$ cat config.mk
export PLATFORM = sky130hd
export DESIGN_NAME = pipe_ctrl
export DESIGN_NICKNAME = d
export VERILOG_FILES = /design/src/rtl/pipe_ctrl.sv
export SDC_FILE = /design/constraint.sdc
export NUM_CORES = 1
export LEC_CHECK = 0
export ABC_AREA = 1
export BUFFER_PORTS_ARGS = -buffer_cell sky130_fd_sc_hd__buf_2
export CORE_UTILIZATION = 25
export CTS_CLUSTER_SIZE = 20
export DETAILED_ROUTE_END_ITERATION = 12
export HOLD_SLACK_MARGIN = 0.08
export SYNTH_ARGS = -nofsm -noshare
export SYNTH_HDL_FRONTEND = slang
export SYNTH_SLANG_ARGS = --single-unit
$ cat constraint.sdc
create_clock -name pipe_ctrl_clk -period 2.2 [get_ports pipe_ctrl_clk]
set_clock_uncertainty 0.1 [all_clocks]
set_input_delay 0.11 -clock pipe_ctrl_clk [delete_from_list [all_inputs] [get_ports pipe_ctrl_clk]]
set_output_delay 0.11 -clock pipe_ctrl_clk [all_outputs]
set_load 0.01 [all_outputs]
$ cat src/rtl/pipe_ctrl.sv
// Pipeline sequencer: per-stage stall vector, load-use bubble insertion,
// multi-cycle EX timing, registered flush/redirect, and a saturating
// stall-cycle performance counter.
module pipe_ctrl #(
    parameter int unsigned CNT_W          = 6,
    parameter int unsigned PC_W           = 32,
    // Reset value of the stall-cycle counter; 0 in normal use.
    parameter logic [31:0] STALL_CNT_INIT = '0
) (
    input  logic             pipe_ctrl_clk,
    input  logic             pipe_ctrl_rst,
    input  logic             pipe_ctrl_stallreq_id_i,
    input  logic             pipe_ctrl_mc_start_i,
    input  logic [CNT_W-1:0] pipe_ctrl_mc_cycles_i,
    input  logic             pipe_ctrl_flush_i,
    input  logic [PC_W-1:0]  pipe_ctrl_new_pc_i,
    output logic [5:0]       pipe_ctrl_stall_o,
    output logic             pipe_ctrl_bubble_o,
    output logic             pipe_ctrl_flush_o,
    output logic [PC_W-1:0]  pipe_ctrl_new_pc_o,
    output logic             pipe_ctrl_mc_busy_o,
    output logic [31:0]      pipe_ctrl_stall_cnt_o
);

    typedef enum logic [1:0] {
        RUN     = 2'd0,
        MC_WAIT = 2'd1,
        FLUSH   = 2'd2
    } state_t;

    localparam logic [5:0] STALL_MC  = 6'b001111;
    localparam logic [5:0] STALL_LDU = 6'b000111;

    state_t           state, state_nxt;
    logic [CNT_W-1:0] cnt, cnt_nxt;

    // State and multi-cycle down-counter register.
    always_ff @(posedge pipe_ctrl_clk or negedge pipe_ctrl_rst) begin
        if (!pipe_ctrl_rst) begin
            state <= RUN;
            cnt   <= '0;
        end else begin
            state <= state_nxt;
            cnt   <= cnt_nxt;
        end
    end

    // Next-state and stall/bubble/busy decode; flush overrides everything.
    always_comb begin
        state_nxt           = state;
        cnt_nxt             = cnt;
        pipe_ctrl_stall_o   = '0;
        pipe_ctrl_bubble_o  = 1'b0;
        pipe_ctrl_mc_busy_o = 1'b0;
        pipe_ctrl_flush_o   = (state == FLUSH);
        if (pipe_ctrl_flush_i) begin
            state_nxt = FLUSH;
            cnt_nxt   = '0;
        end else begin
            unique case (state)
                RUN: begin
                    if (pipe_ctrl_mc_start_i) begin
                        // N<=1 completes in the start cycle; nothing to hold.
                        if (pipe_ctrl_mc_cycles_i >= CNT_W'(2)) begin
                            pipe_ctrl_stall_o   = STALL_MC;
                            pipe_ctrl_mc_busy_o = 1'b1;
                            cnt_nxt             = pipe_ctrl_mc_cycles_i - CNT_W'(2);
                            state_nxt           = MC_WAIT;
                        end
                    end else if (pipe_ctrl_stallreq_id_i) begin
                        pipe_ctrl_stall_o  = STALL_LDU;
                        pipe_ctrl_bubble_o = 1'b1;
                    end
                end
                MC_WAIT: begin
                    pipe_ctrl_mc_busy_o = 1'b1;
                    if (cnt != '0) begin
                        pipe_ctrl_stall_o = STALL_MC;
                        cnt_nxt           = cnt - CNT_W'(1);
                    end else begin
                        state_nxt = RUN;
                    end
                end
                FLUSH: begin
                    state_nxt = RUN;
                end
                default: begin
                    state_nxt = RUN;
                end
            endcase
        end
    end

    // Redirect PC captured alongside each flush request.
    always_ff @(posedge pipe_ctrl_clk or negedge pipe_ctrl_rst) begin
        if (!pipe_ctrl_rst) begin
            pipe_ctrl_new_pc_o <= '0;
        end else if (pipe_ctrl_flush_i) begin
            pipe_ctrl_new_pc_o <= pipe_ctrl_new_pc_i;
        end
    end

    // Saturating count of cycles in which the PC is held.
    always_ff @(posedge pipe_ctrl_clk or negedge pipe_ctrl_rst) begin
        if (!pipe_ctrl_rst) begin
            pipe_ctrl_stall_cnt_o <= STALL_CNT_INIT;
        end else if (pipe_ctrl_stall_o[0] && (pipe_ctrl_stall_cnt_o != '1)) begin
            pipe_ctrl_stall_cnt_o <= pipe_ctrl_stall_cnt_o + 32'd1;
        end
    end

endmodule
After elaboration in Yosys (flattened, before gate mapping)
Cells that the tools add are included.
{"block": "totals", "regBits": 72, "inputBits": 43, "wordCells": 45}
{"block": "op_classes", "addsub": 3, "n_lt_le_gt_ge": 1, "eq_ne": 7, "n_mux": 24, "n_reduce_logical": 6}
{"op": "$mux 6", "n": 6}
{"op": "$add 32x1->32 const B", "n": 1}
{"op": "$ne 32x32->1 const B", "n": 1}
{"op": "$pmux 6 s2", "n": 2}
{"op": "$ne 3x3->1 const B", "n": 4}
{"op": "$mux 2", "n": 4}
{"op": "$mux 4", "n": 2}
{"op": "$mux 1", "n": 7}
{"op": "$ge 6x2->1 const B", "n": 1}
{"op": "$reduce_bool 6->1", "n": 1}
{"op": "$sub 6x1->6 const B", "n": 1}
{"op": "$sub 6x2->6 const B", "n": 1}
{"op": "$pmux 2 s2", "n": 1}
{"op": "$reduce_and 4->1", "n": 1}
{"op": "$mux 3", "n": 1}
{"op": "$reduce_and 3->1", "n": 1}
{"op": "$reduce_bool 3->1", "n": 1}
{"op": "$eq 2x1->1 const B", "n": 1}
{"op": "$eq 2x2->1 const B", "n": 1}
{"op": "$logic_not 2->1", "n": 1}
{"op": "$pmux 1 s2", "n": 1}
{"op": "$logic_and 1x1->1", "n": 1}

Depth between registers and ports, before layout
{"block": "logic_depth", "word_depth": 6, "ltp_mapped": 11, "depth_no_buf": 10}

Worst setup path after synthesis
Ideal clock, no wire load.
{"block": "synth_path", "path_kind": "register to register", "from": "reg pipe_ctrl_stall_cnt_o[0]", "to": "reg pipe_ctrl_stall_cnt_o[10]", "arrival_time_ns": 1.646, "required_ns": 1.984, "setup_slack_ns": 0.338, "path_stages_with_launch": 12, "period_less_slack_ns": 1.862, "cell_sequence": "dfrtp_1 -> ha_1 -> nand3_2 -> inv_2 -> nand2_4 -> nor2_8 -> nand2_4 -> nand2_8 -> inv_4 -> buf_6 -> nand2_2 -> nand2_1"}
{"block": "synth_via", "elab_chain_cells": 2, "elab_cells_between_ends": 3}
{"element": "start, declared", "line_no": "22", "rtl": "output logic [31:0] pipe_ctrl_stall_cnt_o"}
{"element": "start signal, assigned", "line_no": "108", "rtl": "pipe_ctrl_stall_cnt_o <= pipe_ctrl_stall_cnt_o + 32'd1;"}
{"element": "parallel branches: the longest is 2 deep, another holds $add 32x1->32"}
Several ways; the timed one is not identified.
A chain may end at the register's enable or synchronous reset.

Final worst setup path
{"block": "layout_path", "from": "reg pipe_ctrl_stall_cnt_o[1]", "to": "reg pipe_ctrl_stall_cnt_o[5]"}
Same word-level chain as after synthesis.

==> results.sh <==
export IMPL_outcome="completed"
export IMPL_hold_depth=2
export IMPL_crit_slowest_cell="dfrtp_1"
export IMPL_avgViaCountPerCell=4.22
export IMPL_ctsHoldBuffers=38
export IMPL_critical_path_top_delay_family="simple AND/OR/NAND/NOR gates"
export IMPL_ant_nets=0
export IMPL_clock_path_buffers=2
export IMPL_yosys_area_top_type_share=0.443
export IMPL_drive_above_1_share=0.232
export IMPL_cts_tree="done"
export IMPL_die_h_um=130
export IMPL_die_width_um=130
export IMPL_hold_violations=0
export IMPL_post_route_period_util=0.882
export IMPL_clkLatencyLatePin_ps=330
export IMPL_slew_violations=0
export IMPL_yosysTopAreaCell="dfrtp_1"
export IMPL_hp_class="input port to flop"
export IMPL_setup_violations=0
export IMPL_cts_clk_slew_worst_paths_ps=60
export IMPL_area_delta_synth_final_pct=36.5
export IMPL_syn_inst=585
export IMPL_grt_use_total=0.151
export IMPL_worstMarginPinSlew_ps=550
export IMPL_setup_tns_ps=0
export IMPL_nets=791
export IMPL_numCtsBuffers=9
export IMPL_cp_cell_sequence="ha_1 > nand3_2 > inv_2 > nand2_4 > nor2_8 > nand2_4 > nand2_8 > buf_4 > o21ai_0"
export IMPL_avgRoutedWirePerCell_um=12.4
export IMPL_grt_max_degree=42
export IMPL_max_freq_ghz=0.516
export IMPL_avgSynthCellArea_um2=6.96
export IMPL_endpoint_kind="flop"
export IMPL_die_area_um2=16800
export IMPL_ys_types=30
export IMPL_drv_cap=0
export IMPL_ctsResizeCount=0
export IMPL_p_leak_nw=2.92
export IMPL_io_buffers=113
export IMPL_synth_seq_cells=72
export IMPL_ios=116
export IMPL_drt_wl_total_um=12000
export IMPL_cp_arrival_ps=2050
export IMPL_p_per_area_nw_per_um2=634
export IMPL_peakVddDrop_v=0.000372
export IMPL_cp_start_kind="flop"
export IMPL_grt_pass1_vias=3906
export IMPL_grt_overflow=0
export IMPL_cts_sinks=72
export IMPL_yosysWarnings=0
export IMPL_crit_cells=9
export IMPL_place_hpwl_um=8780
export IMPL_finalCriticalPeriod_ps=1940
export IMPL_slew_headroom=0.633
export IMPL_antenna_found_initial=0
export IMPL_dp_slack_ps=274
export IMPL_crit_buf_inv=2
export IMPL_postCtsSetupBuffers=0
export IMPL_utilization=0.350
export IMPL_drc_errors=0
export IMPL_required_ps=2310
export IMPL_fp_row_count=46
export IMPL_cp_common_cell="nand2_4"
export IMPL_place_congestion=0.851
export IMPL_critPathKind="flop to flop"
export IMPL_critPathMaxFanout=21
export IMPL_antenna_cells=0
export IMPL_ys_seq_area_frac=0.443
export IMPL_vias=4069
export IMPL_slowest_delay_ps=420
export IMPL_rsz0062_at_grt="no"
export IMPL_core_area_um2=15900
export IMPL_drt_initial_drc_count=240
export IMPL_grt_pass1_wl_um=19500
export IMPL_whs_ps=146
export IMPL_start_util=0.256
export IMPL_cts_root_buf="clkbuf_16"
export IMPL_synthTopCellsByArea="dfrtp_1 44%, nand2_1 27%, nor2_1 5.3%"
export IMPL_first_pass_iters=4
export IMPL_cts_max_level=3
export IMPL_synth_area_um2=4070
export IMPL_fill_cells=1751
export IMPL_ff2ff_path_depth=9
export IMPL_layout_setup_ws_ps=260
[cell type report]
class                           count  area, µm²  area share
Inverter                           40        153      0.0275
Multi-Input combinational cell    457       2010       0.362
Clock inverter                      6       45.0     0.00810
Sequential cell                    72       1800       0.324
Tap cell                          216        270      0.0486
Timing Repair Buffer              164       1050       0.188
Clock buffer                       10        229      0.0412
[metrics by stage]
stage               area (µm²)  std cells  total power [W]
finish                    5560        965          0.00352
CTS                       5560        965          0.00358
detailed placement        4900        911          0.00214
floorplan                 4080        586          0.00186
global placement          4900        911          0.00213
global route              5560        965          0.00371
[synthesized netlist by cell type]
library cell and n:
a211oi_1 1, a21oi_1 4, buf_2 1, buf_4 7
buf_6 2, clkbuf_1 7, clkinv_1 2, conb_1 1
dfrtp_1 72, ha_1 4, inv_1 35, inv_2 2
inv_4 1, nand2_1 295, nand2_2 20, nand2_4 2
nand2_8 1, nand3_1 31, nand3_2 2, nand4_1 1
nor2_1 58, nor2_2 3, nor2_8 1, nor3_1 1
o211ai_1 1, o21ai_0 14, o21ai_1 1, or2_2 1
xnor2_1 9, xor2_1 5
[per-layer routing]
| metal | track usage | wire (µm) | vias to the layer above |
|---|---|---|---|
| met5 | 0 | 0 | - |
| met4 | 0.0554 | 217 | 0 |
| met3 | 0.0297 | 353 | 14 |
| met2 | 0.247 | 5730 | 64 |
| met1 | 0.197 | 5650 | 1889 |
| li1 | - | - | 2102 |
[sequential cells by signal, summed over array words and instances, names as in the netlist]
name / cells
pipe_ctrl_new_pc_o: 32
pipe_ctrl_stall_cnt_o: 32
cnt: 6
state: 2
[worst paths after layout]
check	from	endpoint	slack [ps]
min reg2reg	pipe_ctrl_new_pc_o[24]$_DFFE_PN0P_	pipe_ctrl_new_pc_o[24]$_DFFE_PN0P_	360
min	pipe_ctrl_flush_i	state[1]$_DFFE_PN0P_	150
min in group asynchronous	pipe_ctrl_rst	pipe_ctrl_stall_cnt_o[13]$_DFFE_PN0P_	200
max	pipe_ctrl_stall_cnt_o[1]$_DFFE_PN0P_	pipe_ctrl_stall_cnt_o[5]$_DFFE_PN0P_	260
max reg2reg	pipe_ctrl_stall_cnt_o[1]$_DFFE_PN0P_	pipe_ctrl_stall_cnt_o[5]$_DFFE_PN0P_	260
max in group asynchronous	pipe_ctrl_rst	cnt[3]$_DFFE_PN0P_	1180
[kinds of logic (layout without fill, tap and decap cells)]
family          after synthesis  after routing  share of synthesized area
simple gates                416            416                      0.423
flops                        72             72                      0.443
buf+inv                      57            220                     0.0636
compound gates               21             21                     0.0270
xor+xnor                     14             14                     0.0301
fa+ha+maj                     4              4                     0.0123
other cells                   1              2                   0.000921
[power breakdown]
group          leakage (nW)  internal (W)  switching [W]
Sequential            0.936       0.00142      0.0000912
Clock                 0.125      0.000767       0.000589
Combinational          1.85      0.000272       0.000380
[cells in the final DEF, fill, tap and decap left out]
cell type / count
inv_6: 1
xor2_1: 5
buf_4: 14
nand2_8: 1
nand3_2: 2
clkinvlp_4: 3
clkbuf_1: 1
conb_1: 2
nor2_8: 1
o21ai_1: 1
a211oi_1: 1
dlygate4sd3_1: 38
dfrtp_1: 72
clkinv_4: 1
buf_2: 112
nand2_2: 20
nand2_1: 295
a21oi_1: 4
nand2_4: 2
inv_2: 2
o211ai_1: 1
xnor2_1: 9
nand3_1: 31
clkinv_1: 2
inv_1: 35
ha_1: 4
nor3_1: 1
nor2_2: 3
or2_2: 1
clkbuf_16: 9
inv_4: 1
nor2_1: 58
nand4_1: 1
clkinv_2: 1
o21ai_0: 14
No activity file was read; power rests on OpenSTA's default activity.
